`src/rtl/known_sinks_writer.sv`:
```
// rtl/known_sinks_writer.sv - builds the knownSinks table in byte-wide node memory
// Dedups 16-bit sink IDs against occupied slots, appends new ones big-endian, and wipes the table on clear.
module known_sinks_writer #(
  parameter int                    WORD_WIDTH  = 16,
  parameter int                    MEM_WIDTH   = 8,
  parameter logic [15:0]           BASE_ADDR   = 16'h0008,
  parameter int                    NUM_ENTRIES = 16,
  parameter logic [WORD_WIDTH-1:0] EMPTY_ID    = 16'hFFFF,
  localparam int                   CNT_W       = $clog2(NUM_ENTRIES + 1)
) (
  input  logic                  clock,
  input  logic                  reset,
  input  logic [WORD_WIDTH-1:0] sink_id,
  input  logic                  sink_valid,
  output logic                  sink_ready,
  input  logic                  clear,
  output logic [15:0]           mem_rd_addr,
  input  logic [WORD_WIDTH-1:0] mem_rd_data,
  output logic                  mem_wr_en,
  output logic [15:0]           mem_wr_addr,
  output logic [MEM_WIDTH-1:0]  mem_wr_data,
  output logic [CNT_W-1:0]      sink_count,
  output logic                  table_full,
  output logic                  done,
  output logic [1:0]            status
);

  localparam int CLR_W    = $clog2(2 * NUM_ENTRIES);
  localparam int CLR_LAST = 2 * NUM_ENTRIES - 1;

  localparam logic [1:0] ST_ADDED   = 2'b00;
  localparam logic [1:0] ST_DUP     = 2'b01;
  localparam logic [1:0] ST_FULL    = 2'b10;
  localparam logic [1:0] ST_INVALID = 2'b11;

  typedef enum logic [2:0] {
    IDLE,
    CLEAR,
    SCAN,
    WR_HI,
    WR_LO,
    DONE
  } state_t;

  state_t                state_q, state_d;
  logic [WORD_WIDTH-1:0] id_q, id_d;
  logic [CNT_W-1:0]      count_q, count_d;
  logic [CNT_W-1:0]      scan_idx_q, scan_idx_d;
  logic [CLR_W-1:0]      clr_idx_q, clr_idx_d;
  logic [15:0]           rd_addr_q, rd_addr_d;
  logic [1:0]            status_q, status_d;
  logic [15:0]           slot_addr;
  logic                  full;

  always_ff @(posedge clock or posedge reset) begin
    if (reset) begin
      state_q    <= IDLE;
      id_q       <= '0;
      count_q    <= '0;
      scan_idx_q <= '0;
      clr_idx_q  <= '0;
      rd_addr_q  <= BASE_ADDR;
      status_q   <= ST_ADDED;
    end else begin
      state_q    <= state_d;
      id_q       <= id_d;
      count_q    <= count_d;
      scan_idx_q <= scan_idx_d;
      clr_idx_q  <= clr_idx_d;
      rd_addr_q  <= rd_addr_d;
      status_q   <= status_d;
    end
  end

  assign full      = (count_q == CNT_W'(NUM_ENTRIES));
  // Next free slot: new IDs are always appended after the occupied region.
  assign slot_addr = BASE_ADDR + 16'({count_q, 1'b0});

  always_comb begin
    state_d    = state_q;
    id_d       = id_q;
    count_d    = count_q;
    scan_idx_d = scan_idx_q;
    clr_idx_d  = clr_idx_q;
    rd_addr_d  = rd_addr_q;
    status_d   = status_q;
    case (state_q)
      IDLE: begin
        if (clear) begin
          state_d   = CLEAR;
          clr_idx_d = '0;
        end else if (sink_valid) begin
          id_d = sink_id;
          if (sink_id == EMPTY_ID) begin
            state_d  = DONE;
            status_d = ST_INVALID;
          end else if (count_q == '0) begin
            state_d = WR_HI;
          end else begin
            state_d    = SCAN;
            rd_addr_d  = BASE_ADDR;
            scan_idx_d = '0;
          end
        end
      end
      CLEAR: begin
        if (clr_idx_q == CLR_W'(CLR_LAST)) begin
          count_d  = '0;
          status_d = ST_INVALID;
          state_d  = DONE;
        end else begin
          clr_idx_d = clr_idx_q + CLR_W'(1);
        end
      end
      SCAN: begin
        if (mem_rd_data == id_q) begin
          state_d  = DONE;
          status_d = ST_DUP;
        end else if (scan_idx_q + CNT_W'(1) == count_q) begin
          // Full is only reported once no occupied slot matched.
          if (full) begin
            state_d  = DONE;
            status_d = ST_FULL;
          end else begin
            state_d = WR_HI;
          end
        end else begin
          rd_addr_d  = rd_addr_q + 16'd2;
          scan_idx_d = scan_idx_q + CNT_W'(1);
        end
      end
      WR_HI: state_d = WR_LO;
      WR_LO: begin
        count_d  = count_q + CNT_W'(1);
        status_d = ST_ADDED;
        state_d  = DONE;
      end
      DONE:    state_d = IDLE;
      default: state_d = IDLE;
    endcase
  end

  always_comb begin
    mem_wr_en   = 1'b0;
    mem_wr_addr = BASE_ADDR;
    mem_wr_data = '0;
    case (state_q)
      CLEAR: begin
        mem_wr_en   = 1'b1;
        mem_wr_addr = BASE_ADDR + 16'(clr_idx_q);
        mem_wr_data = '1;
      end
      WR_HI: begin
        mem_wr_en   = 1'b1;
        mem_wr_addr = slot_addr;
        mem_wr_data = id_q[WORD_WIDTH-1:MEM_WIDTH];
      end
      WR_LO: begin
        mem_wr_en   = 1'b1;
        mem_wr_addr = slot_addr + 16'd1;
        mem_wr_data = id_q[MEM_WIDTH-1:0];
      end
      default: ;
    endcase
  end

  assign sink_ready  = (state_q == IDLE) && !clear;
  assign done        = (state_q == DONE);
  assign status      = status_q;
  assign sink_count  = count_q;
  assign table_full  = full;
  assign mem_rd_addr = rd_addr_q;

endmodule
```
`config.mk`:
```
export PLATFORM = sky130hd
export DESIGN_NAME = known_sinks_writer
export DESIGN_NICKNAME = d
export VERILOG_FILES = /design/src/rtl/known_sinks_writer.sv
export SDC_FILE = /design/constraint.sdc
export NUM_CORES = 1
export LEC_CHECK = 0
export CAP_MARGIN = 0
export CORE_MARGIN = 2
export CORE_UTILIZATION = 30
export CTS_CLUSTER_DIAMETER = 40
export DETAILED_ROUTE_END_ITERATION = 7
export GPL_TIMING_DRIVEN = 0
export PLACE_DENSITY_LB_ADDON = 0.3
export SYNTH_ARGS = -nofsm -noshare
export SYNTH_HDL_FRONTEND = slang
export SYNTH_SLANG_ARGS = --single-unit
```
`constraint.sdc`:
```
create_clock -name clock -period 2.14 [get_ports clock]
set_clock_uncertainty 0.15 [all_clocks]
set_input_delay 0.214 -clock clock [delete_from_list [all_inputs] [get_ports clock]]
set_output_delay 0.214 -clock clock [all_outputs]
set_load 0.005 [all_outputs]
```
==> impl_summary.md <==
Synth
The synthesized area divided by synthesized cell count is 9.18 µm². In this run the biggest area consumer among cell types represents 39.3% of the synthesized area. The number of flops mapped to enable cells by yosys is 0. By area the synthesized netlist is led by dfrtp_1 39%, o21ai_0 6.0%, mux2_2 5.7%. The most common cell in the netlist is dfrtp_1. The synthesized design contains 51 register bits. dfrtp_1 takes more of the synthesized area than any other cell.

In the synthesized netlist the dominant register cell turns out to be dfrtp_1. The Yosys step of the flow raised 0 warnings. The commonest cells after synthesis are 50 x dfrtp_1, 38 x o21ai_0, 35 x nand2_1. Of the synthesized area, sequential elements account for 40.1%. The synthesized netlist occupies a cell area of 3190 µm². The cell count after synthesis came out at 347. For this run, asynchronously set or reset flops after synthesis account for 100%. The netlist uses 51 different library cells.

Setup path
Traced cell by cell, the critical path runs through ha_4 > o21ba_1 > a221oi_2 > o2111ai_2 > o211ai_2 > o311ai_4 > mux2_4. The worst setup path is launched from a register. The critical path contains buffers and inverters numbering 0 combined.

The endpoint required time on the critical path is 2.19 ns. For this design, the slowest cell found on the critical path is dfrtp_1. The worst flop-to-flop path startpoint is scan_idx_q[1].

In this design, the stage delay of the slowest critical-path cell is 0.42 ns. The arrival time at the worst endpoint is 2.24 ns. In this run the register-to-register setup slack is -0.05 ns. Of all nets on the critical path, the largest fanout is 6.

Broken down by cell family, the worst path's largest delay share belongs to compound AO/OA/AOI/OAI gates. The worst setup path is captured at a register. By startpoint and endpoint, the worst setup path is classified as register to register. In this run the worst setup path begins at scan_idx_q[1].

Global route
The via count of the first global-routing pass is 3,094. The pin count of the biggest net entering global routing is 30. The initial antenna violation count is 0. Global routing used 29.7% of the available met2 tracks.

The first global-routing pass estimated 15,100 µm of wire. The peak-usage layer in the global routing report is met2. The total grt overflow is 0. The met3 global-route usage is 3.95%.

The met1 usage is 19.7%. The global-route total usage across every layer is 16.5%.

Timing
The count of endpoints failing hold in the final timing report is 0. Of the available clock period, the critical path in the final layout requires 102%. For the pin with the worst max-slew slack, the measured transition is 0.496 ns.

Subtracting the final worst setup slack from the clock period gives 2.19 ns. The number of pins with negative max-slew slack in the final report is 0. The peak clock frequency supported by timing is 456 MHz. Setup total negative slack on the finished layout was measured at -0.110 ns. The final-report setup violation count is 3.

The worst hold margin is 0.0975 ns. Measured against its own limit, the worst slew margin works out to 66.1%. The minimum setup slack in the final design is -0.0520 ns. Setup repair after global routing could not meet its margin everywhere.

Final layout
The repair_antennas step left the layout with diodes totalling 0. Cells fill 45.7% of the core in the end. In the final layout, the share of cells above drive strength 1 is 28.6%.

The final instance count without filler cells is 605. Compared with the post-synthesis result, the final layout area differs by 48.2%. Once layout is done, the placed cells without fillers occupy 4720 µm². The layout net count is 513.

Routing
The residual DRC count is 0. The via count normalized by instance count is 5.06. The number of violations reported at the end of detailed-routing iteration 0 is 96. Wires add up to 9400 µm.

The number of iterations in the first detailed-routing pass is 4. The routed via count is 3,059. After detailed routing, the average wire length per cell comes to 15.5 µm. The residual antenna-violating net count after detailed routing is 0.

Placement
The worst slack after detailed placement is -0.654 ns. The cell count after placement is 569. The number of port buffers is 76. The placed wire-length estimate is 6800 µm. The routability congestion estimate is 0.864. The post-detailed-placement cell area is 4190 µm².

Pwr
The share of total power in the clock network is 11.8%. The portion of total power attributed to combinational logic is 55.1%. The switching portion of total power is 39.8%. The total leakage power is 2.00 nW. IR analysis of the VDD net gives a maximum drop of 524 µV. For this design the total switching power over the nets is 1.94 mW.

The cell area power density is 1040 nW/µm². The power consumption is 4.89 mW. The internal power is 2.95 mW. The power share of the sequential group is 33.0%.

Floorplan
During I/O placement, the number of pins put on the boundary was 87. The site row count is 37. The core area is 10,300 µm².

The floorplan step defined a die boundary enclosing 11,500 µm². The die is 107 µm tall. In this run the horizontal extent of the chip is 107 µm. The initial core utilization is 30.9%.

Status
The final reports fail on setup timing. The run finished, with violations left.

Clock tree
The hold buffer count at cts is 0. The tree is rooted in a clkbuf_8. The depth of the CTS H-tree is 2.

Clock latency on the worst-skew pair, taken at its later pin, is 0.31 ns. The maximum root-to-sink buffer count is 2. TritonCTS built the clock tree.

For this design, the sink count on the clock tree is 51. TritonCTS created 5 clock buffers. The register clock-pin slew on the reported worst setup and hold paths is 0.11 ns.

Hold path
The path class of the tightest hold or removal check is input pin to async pin.

Job
The tool flagged a number of max-cap violations equal to 0.
-- cells by family after synthesis --
family	Yosys count	share of synthesized area, %
buffers and inverters	32	5.22
muxes	20	7.07
and+or+nand+nor	130	20.6
xor gates and xnor gates	27	7.42
AOI/OAI and AO/OA	77	15.9
other	1	0.118
DFF	51	40.1
adders and majority gates	9	3.54
-- final timing paths --
kind / end / cells after the start
worst max-delay path: status[1] / 7
worst min-delay path: id_q[5] / 2
worst max register to register: status[1] / 7
worst min register to register: mem_rd_addr[15] / 1
max in group asynchronous: state_q[1] / 3
min in group clock: mem_rd_addr[15] / 1
-- power groups by stage --
| stage | clock (mW) | sequential [mW] | combinational [mW] |
|---|---|---|---|
| 6_report | 0.580 | 1.62 | 2.70 |
| 5_1_grt | 0.626 | 1.66 | 2.93 |
| 4_1_cts | 0.587 | 1.60 | 2.44 |
| 3_5_place_dp | 0 | 1.66 | 2.16 |
| 3_3_place_gp | 0 | 1.66 | 2.14 |
| 2_1_floorplan | 0 | 1.55 | 1.26 |
-- placed cells by master, fill, tap and decap left out, types with 3 or more instances in the layout --
cell	Yosys	layout
clkbuf_8	0	7
clkdlybuf4s50_1	0	58
a31oi_1	6	6
nor3_1	5	3
o22ai_1	3	3
o21ai_0	38	21
nor4_1	6	3
dfrtp_1	50	44
nand3b_1	3	3
mux2i_1	3	3
xor2_1	19	19
nor2_1	22	20
buf_2	4	8
o21ai_1	0	12
nand2b_1	5	3
inv_1	7	5
ha_1	9	6
nand2_1	35	26
o31ai_1	9	9
mux2_2	16	16
nand4_1	7	7
and3_1	6	6
nand2_2	0	9
buf_4	11	38
dlygate4sd2_1	0	9
or4_1	3	3
buf_6	0	7
nand3_1	19	17
o21ai_2	0	5
conb_1	1	10
nor2b_1	9	9
and2_1	3	3
xnor2_1	8	7
nor4_2	0	3
dfrtp_2	0	6
-- cell type report --
cell class / count / area [µm²]
Buffer: 24 / 209
Clock buffer: 5 / 68.8
Clock inverter: 3 / 20.0
Fill cell: 988 / 5600
Inverter: 7 / 26.3
Multi-Input combinational cell: 273 / 1980
Sequential cell: 51 / 1280
Tap cell: 136 / 170
Timing Repair Buffer: 106 / 957
-- state kept, by name, indices dropped and copies added, names as in the netlist --
register	count
id_q	16
sink_count	5
scan_idx_q	5
clr_idx_q	5
state_q	3
mem_rd_addr	15
status	2
-- what timing repair did --
item,in CTS,in global routing
pin swaps,7,8
endpoints found under the setup margin,49,51
resized for setup,88,54
setup buffers,22,9
-- layer usage --
metal	vias up	share of wire, %
met5	-	0
met4	0	1.2
met3	11	5.3
met2	92	50
met1	1480	43
li1	1476	-
(Power assumes the default switching activity.)
